[src/rtl/scarv_cop_mem_bridge.sv]
// Bridge between the SCARV coprocessor memory port and a request/grant/response bus.
// Optional request timeout with forced error completion is enabled by SCARV_COP_MEM_BRIDGE_TIMEOUT_EN.
module scarv_cop_mem_bridge #(
    parameter int unsigned TIMEOUT_CYCLES = 32'd255
) (
    input  logic        g_clk,
    input  logic        g_reset,
    input  logic        cop_mem_cen,
    input  logic        cop_mem_wen,
    input  logic [31:0] cop_mem_addr,
    input  logic [31:0] cop_mem_wdata,
    input  logic [3:0]  cop_mem_ben,
    output logic [31:0] cop_mem_rdata,
    output logic        cop_mem_stall,
    output logic        cop_mem_error,
    output logic        cop_mem_timeout,
    output logic        bus_req,
    input  logic        bus_gnt,
    output logic        bus_wen,
    output logic [31:0] bus_addr,
    output logic [31:0] bus_wdata,
    output logic [3:0]  bus_ben,
    input  logic        bus_rsp_valid,
    input  logic [31:0] bus_rsp_rdata,
    input  logic        bus_rsp_error
);

    typedef enum logic [1:0] {
        ST_IDLE  = 2'd0,
        ST_REQ   = 2'd1,
        ST_RSP   = 2'd2,
        ST_FLUSH = 2'd3
    } state_t;

    if ((TIMEOUT_CYCLES < 32'd1) || (TIMEOUT_CYCLES > 32'd65535)) begin : g_bad_timeout
        $error("TIMEOUT_CYCLES must be in 1..65535");
    end

    state_t      state_q, state_d;
    logic        capture_s;
    logic        timeout_s;
    logic        done_s;
    logic        bus_active_s;
    logic        req_wen_q,   req_wen_d;
    logic [31:0] req_addr_q,  req_addr_d;
    logic [31:0] req_wdata_q, req_wdata_d;
    logic [3:0]  req_ben_q,   req_ben_d;

`ifdef SCARV_COP_MEM_BRIDGE_TIMEOUT_EN
    localparam logic [15:0] CNT_LAST = 16'(TIMEOUT_CYCLES - 32'd1);

    logic [15:0] cnt_q, cnt_d;

    // A real response arriving on the last counted cycle wins over the timeout.
    always_comb begin
        timeout_s = 1'b0;
        if (((state_q == ST_REQ) || (state_q == ST_RSP)) && (cnt_q == CNT_LAST)) begin
            timeout_s = !((state_q == ST_RSP) && bus_rsp_valid);
        end else begin
            timeout_s = 1'b0;
        end
    end

    // Timeout counter next state: cleared on capture, runs only while the transfer is outstanding.
    always_comb begin
        cnt_d = cnt_q;
        if (capture_s) begin
            cnt_d = 16'd0;
        end else if ((state_q == ST_REQ) || (state_q == ST_RSP)) begin
            cnt_d = cnt_q + 16'd1;
        end else begin
            cnt_d = cnt_q;
        end
    end

    // Timeout counter register.
    always_ff @(posedge g_clk) begin
        if (g_reset) begin
            cnt_q <= 16'd0;
        end else begin
            cnt_q <= cnt_d;
        end
    end
`else
    assign timeout_s = 1'b0;
`endif

    // Transfer sequencing; cop_mem_cen only matters where a new request may be taken.
    always_comb begin
        state_d   = state_q;
        capture_s = 1'b0;
        case (state_q)
            ST_IDLE: begin
                if (cop_mem_cen) begin
                    capture_s = 1'b1;
                    state_d   = ST_REQ;
                end else begin
                    state_d = ST_IDLE;
                end
            end
            ST_REQ: begin
                if (timeout_s) begin
                    capture_s = cop_mem_cen;
                    state_d   = cop_mem_cen ? ST_REQ : ST_IDLE;
                end else if (bus_gnt) begin
                    state_d = ST_RSP;
                end else begin
                    state_d = ST_REQ;
                end
            end
            ST_RSP: begin
                if (bus_rsp_valid) begin
                    capture_s = cop_mem_cen;
                    state_d   = cop_mem_cen ? ST_REQ : ST_IDLE;
                end else if (timeout_s) begin
                    state_d = ST_FLUSH;
                end else begin
                    state_d = ST_RSP;
                end
            end
`ifdef SCARV_COP_MEM_BRIDGE_TIMEOUT_EN
            ST_FLUSH: begin
                if (bus_rsp_valid) begin
                    capture_s = cop_mem_cen;
                    state_d   = cop_mem_cen ? ST_REQ : ST_IDLE;
                end else begin
                    state_d = ST_FLUSH;
                end
            end
`endif
            default: begin
                state_d = ST_IDLE;
            end
        endcase
    end

    // Request holding registers next state.
    always_comb begin
        req_wen_d   = req_wen_q;
        req_addr_d  = req_addr_q;
        req_wdata_d = req_wdata_q;
        req_ben_d   = req_ben_q;
        if (capture_s) begin
            req_wen_d   = cop_mem_wen;
            req_addr_d  = cop_mem_addr;
            req_wdata_d = cop_mem_wdata;
            req_ben_d   = cop_mem_ben;
        end else begin
            req_wen_d   = req_wen_q;
            req_addr_d  = req_addr_q;
            req_wdata_d = req_wdata_q;
            req_ben_d   = req_ben_q;
        end
    end

    // State and request registers.
    always_ff @(posedge g_clk) begin
        if (g_reset) begin
            state_q     <= ST_IDLE;
            req_wen_q   <= 1'b0;
            req_addr_q  <= 32'd0;
            req_wdata_q <= 32'd0;
            req_ben_q   <= 4'd0;
        end else begin
            state_q     <= state_d;
            req_wen_q   <= req_wen_d;
            req_addr_q  <= req_addr_d;
            req_wdata_q <= req_wdata_d;
            req_ben_q   <= req_ben_d;
        end
    end

    // The bus request is withdrawn in the cycle a timeout abandons it so no grant is lost.
    always_comb begin
        done_s       = (state_q == ST_RSP) && bus_rsp_valid;
        bus_active_s = (state_q == ST_REQ) && !timeout_s;

        bus_req   = bus_active_s;
        bus_wen   = bus_active_s ? req_wen_q   : 1'b0;
        bus_addr  = bus_active_s ? req_addr_q  : 32'd0;
        bus_wdata = bus_active_s ? req_wdata_q : 32'd0;
        bus_ben   = bus_active_s ? req_ben_q   : 4'd0;

        cop_mem_stall   = !(done_s || timeout_s);
        cop_mem_rdata   = done_s ? bus_rsp_rdata : 32'd0;
        cop_mem_error   = done_s ? bus_rsp_error : timeout_s;
        cop_mem_timeout = timeout_s;
    end

endmodule

[config.mk]
export PLATFORM = sky130hd
export DESIGN_NAME = scarv_cop_mem_bridge
export DESIGN_NICKNAME = d
export VERILOG_FILES = /design/src/rtl/scarv_cop_mem_bridge.sv
export SDC_FILE = /design/constraint.sdc
export NUM_CORES = 1
export LEC_CHECK = 0
export ABC_AREA = 1
export CAP_MARGIN = 20
export CORE_ASPECT_RATIO = 0.8
export CORE_MARGIN = 2
export CORE_UTILIZATION = 44
export CTS_BUF_LIST = sky130_fd_sc_hd__clkbuf_4 sky130_fd_sc_hd__clkbuf_8
export DETAILED_ROUTE_END_ITERATION = 12
export PLACE_DENSITY = 0.95
export SLEW_MARGIN = 20
export SYNTH_ARGS = -nofsm -noshare
export SYNTH_HDL_FRONTEND = slang
export SYNTH_SLANG_ARGS = --single-unit
export TNS_END_PERCENT = 30
[constraint.sdc]
create_clock -name g_clk -period 2.4 [get_ports g_clk]
set_input_delay 0.36 -clock g_clk [delete_from_list [all_inputs] [get_ports g_clk]]
set_output_delay 0.36 -clock g_clk [all_outputs]
set_load 0.03 [all_outputs]
==> flow_results.org <==
** Synthesis
- Number of warnings printed during yosys synthesis :: 0
- Main combinational cell family by area after synthesis :: simple AND/OR/NAND/NOR gates
- After synthesis, the most frequently instantiated cells are 175 x sky130_fd_sc_hd__inv_1, 171 x sky130_fd_sc_hd__nor2_1, 73 x sky130_fd_sc_hd__nand2_1.
- Synthesis inferred just over 70 register bits.
- After synthesis, the cell types taking the most area are sky130_fd_sc_hd__dfxtp_1 36%, sky130_fd_sc_hd__inv_1 17%, sky130_fd_sc_hd__nor2_1 16%.
- Area share of xor/xnor cells in the synthesized design :: 0%
- In this run the mean area of a mapped cell was 5.78 sq um.
- Syn_nets :: 792
- Dominant cell by count in the synthesized netlist :: sky130_fd_sc_hd__inv_1
- Simple-gate area share of the yosys netlist :: 32.4%
- Post-synthesis async set-or-reset flop share :: 0%
- Among all flip-flop cells after synthesis, the most frequent one is sky130_fd_sc_hd__dfxtp_1.
- Synth Area in Compound Gates :: 8.98%
- In this run the biggest area consumer among cell types represents between 30 and 40% of the synthesized area.
- Cell type with the highest aggregate area in the netlist :: sky130_fd_sc_hd__dfxtp_1
- Sequential element share of the synthesized area :: 35.9%
- Multiplexer share of the synthesized area :: 0%
- Counting flops with a built-in enable in the synthesized netlist gives 0.
- After Yosys synthesis, full adders, half adders and majority gates account for 0% of the synthesized area.
- Cell Area, Synth :: between 3000 and 4000 sq um
- Synthesis instantiated 15 different standard cells from the library.
- After technology mapping, the gate count stands at 685.

** STA
- Hold is met by 0.484 ns.
- The worst path needs between 2 and 2.5 ns of the cycle, external delays included.
- The final count of pins violating max slew is 0.
- Final number of hold-violating endpoints :: 0
- In the finished design, the share of the clock period the worst path needs comes to 94.8%.
- Total negative slack for setup checks :: 0 ns
- Peak clock frequency supported by timing :: 439 MHz
- Unrepaired setup endpoints after global routing :: false
- Clock skew on the completed layout was measured at 0.00727 ns.
- Final setup violating endpoints :: 0
- The worst path meets setup with approximately 0.12 ns of slack.

** Setup path
- CP max FO :: 37
- Flop-to-flop setup slack :: ~1.1 ns
- Among all stages on the critical path, the largest delay is contributed by sky130_fd_sc_hd__dlygate4sd2_1.
- STA classifies the critical path startpoint as a register.
- Measured in cells, the most critical reg-to-reg path has a length of 5.
- R2R Path Start :: state_q[0]$_SDFF_PP0_
- Cell family with the largest share of critical-path delay :: buffers and inverters
- At the worst endpoint, the required time is 2.04 ns.
- The largest single stage delay on the critical path is 0.42 ns.
- CP endpoint kind :: output port
- Buffering stage count on the worst path with inverters included :: 4
- List of cells traversed by the critical path :: inv_1 > nor2_2 > inv_2 > buf_12 > nor2_1 > dlygate4sd2_1
- Capture point of the worst reg-to-reg path :: req_addr_q[17]$_SDFFE_PP0P_
- Critical setup path kind :: reg2out
- For the worst setup path, the data arrival time is 1.92 ns.

** GRT
- Global routing used 22.1% of the available tracks across all layers.
- First-pass GRT wire length :: about 17000 um
- Entering global routing, the biggest net connects 114 pins.
- Vias in the first global route :: ~3700
- Overflow left after global routing :: 0
- The number of antenna violations at the first check in global routing is 0.

** Placement
- During placement, the flow inserted port buffers numbering 210.
- Routability cong. :: 0.778
- Minimum setup slack after placement :: 0.203 ns
- Sum of net half-perimeters after detailed placement :: 8220 um

** Worst hold path
- Hold path depth :: 2
- In this run the most critical hold path is launched from req_wdata_q[31]$_SDFFE_PP0P_.
- Hold Path Class :: reg2reg
- The worst hold path terminates at req_wdata_q[31]$_SDFFE_PP0P_.

** Finish
- Of the cells placed in the final design, the portion with a size suffix greater than 1 is 7.22%.
- Register area :: 1420 sq um
- From synthesis to final layout, the design area changed by 57.5%.
- The final layout contains 974 nets.
- Antenna fix cells :: 0
- Fill cell total of the finished layout :: 759
- Area occupied by multi-input gates :: 1660 sq um

** CTS
- TritonCTS created 9 clock buffers.
- Clock latency on the worst-skew pair, taken at its later pin, is 0.33 ns.
- For this design, the CTS-stage hold fixing added 0 buffers.
- Number of buffers added for setup after CTS :: 0
- In this run the clock root is driven by a sky130_fd_sc_hd__clkbuf_8.
- CTS built an H-tree with a depth of 3.
- Maximum number of buffers from clock root to sink :: 2
- After clock tree synthesis, the clock-pin slew on the worst setup and hold paths is roughly 0.080 ns.
- Clock tree synthesis found a total of 71 sinks.
- TritonCTS built the clock tree.

** Drt
- For this run, design rule violations remaining after detail routing come to 0.
- The routed layout has 4432 vias.
- Wire length per cell after detailed routing :: 11.6 um
- After the first detailed-routing iteration, the DRC count stood at 199.
- Final antenna-violating net count :: 0
- Using the TritonRoute via totals, the vias-per-cell ratio works out to 4.50.
- Total wirelength of the detailed-routed design :: 11400 um
- Drt first pass iters :: 5

** Job
- Total of max-cap violations :: 0

** Outcome
- Outcome :: finished, final reports clean

** Floorplanning
- Ports :: 212
- Die height :: 88.8 um
- The floorplan step defined a core boundary enclosing between 8000 and 9000 sq um.
- Die Outline Area :: 9770 sq um
- Starting density of the core :: 46.0%
- In this run the horizontal extent of the chip is 110 um.
- Row Count :: 30

** Power and ir drop
- Summed over all cells, the static leakage comes to between 3 and 4 nW.
- Largest voltage drop on the vdd net :: roughly 330 uV
- Dividing total power by cell area gives a power density of 513 nW/um^2.
==> through the flow <==
| step | power (mW) | area (sq um) | util [%] | instances |
|---|---|---|---|---|
| 6_report | 3.19 | 6230 | 72.5 | 984 |
| 5_1_grt | 3.38 | 6230 | 72.5 | 984 |
| 4_1_cts | 3.23 | 6190 | 72.0 | 984 |
| 3_5_place_dp | 2.16 | 6030 | 70.2 | 968 |
| 3_3_place_gp | 2.14 | 6030 | 70.2 | 968 |
| 2_1_floorplan | 1.82 | 3960 | - | 685 |
==> worst reg2reg max path: stages, from the launching register on <==
cell and delay [ns]:
sky130_fd_sc_hd__dfxtp_1 0.34, sky130_fd_sc_hd__nor2_4 0.15, sky130_fd_sc_hd__buf_12 0.37, sky130_fd_sc_hd__nand3_1 0.21, sky130_fd_sc_hd__nand2_1 0.09, sky130_fd_sc_hd__nor2_1 0.04
==> flip-flops by register name, summed over array words and instances (netlist names) <==
signal / cells
req_wdata_q: 32
req_wen_q: 1
state_q: 2
req_ben_q: 4
req_addr_q: 32
==> layout make-up <==
type	instances	area share [%]
Clock inverter	7	1.69
Timing Repair Buffer	219	34.0
Multi-Input combinational cell	389	26.6
Tap cell	112	2.25
Clock buffer	9	1.99
Inverter	177	10.7
Sequential cell	71	22.8
==> how the worst max path moves through the flow <==
stage                          startpoint       endpoint  slack, ns  depth (start not counted)
floorplan           state_q[0]$_SDFF_PP0_     bus_ben[0]       0.48                          6
global placement    state_q[0]$_SDFF_PP0_        bus_wen       0.28                          6
detailed placement  state_q[0]$_SDFF_PP0_     bus_ben[2]       0.20                          6
CTS                 state_q[0]$_SDFF_PP0_   bus_addr[22]      0.002                          5
global route        state_q[0]$_SDFF_PP0_  bus_wdata[22]      0.004                          6
finish              state_q[0]$_SDFF_PP0_     bus_ben[2]       0.12                          6
==> logic make-up after synthesis <==
family	count (synthesis)
AO/OA/AOI/OAI	71
flip-flops	71
AND/OR/NAND/NOR	317
buffers and inverters	225
other	1
==> report_power, final <==
part | total (mW) | internal [mW] | switching (mW)
registers | 1.34 | 1.28 | 0.0545
clock network | 1.08 | 0.600 | 0.484
logic | 0.774 | 0.359 | 0.415
total | 3.19 | 2.24 | 0.954
==> metal layers <==
metal	global-route usage [%]	up-vias	wire length [um]
li1	-	2351	-
met1	24.3	1930	4520
met2	41.0	138	5780
met3	6.26	13	944
met4	7.36	0	168
met5	0	-	0
==> layout by cell type, fill, tap and decap left out <==
cell type                         synthesis  layout
sky130_fd_sc_hd__nor2_1                 171     171
sky130_fd_sc_hd__clkdlybuf4s15_1          0       2
sky130_fd_sc_hd__bufinv_16                0       2
sky130_fd_sc_hd__conb_1                   1       1
sky130_fd_sc_hd__clkdlybuf4s50_1          0     108
sky130_fd_sc_hd__dfxtp_1                 71      71
sky130_fd_sc_hd__nand2_4                  0       1
sky130_fd_sc_hd__clkinv_4                 0       2
sky130_fd_sc_hd__inv_6                    0       1
sky130_fd_sc_hd__buf_4                    1      37
sky130_fd_sc_hd__clkinvlp_4               0       1
sky130_fd_sc_hd__nor2_4                   0       1
sky130_fd_sc_hd__dlymetal6s2s_1           0      15
sky130_fd_sc_hd__inv_8                    0       1
sky130_fd_sc_hd__clkbuf_8                 0       9
sky130_fd_sc_hd__dlygate4sd2_1            0      52
sky130_fd_sc_hd__inv_1                  175     175
sky130_fd_sc_hd__nor2_2                   2       1
sky130_fd_sc_hd__a21oi_1                 71      71
sky130_fd_sc_hd__inv_2                    1       2
sky130_fd_sc_hd__buf_12                   0       5
sky130_fd_sc_hd__nand2_1                 73      72
sky130_fd_sc_hd__nand3_1                 71      71
==> what timing repair did <==
action / CTS / global route
pin swaps: 0 / 0
endpoints found under the setup margin: 54 / 17
gates cloned: 0 / 0
resized for setup: 54 / 17
No activity file was read; power rests on OpenSTA's default activity.
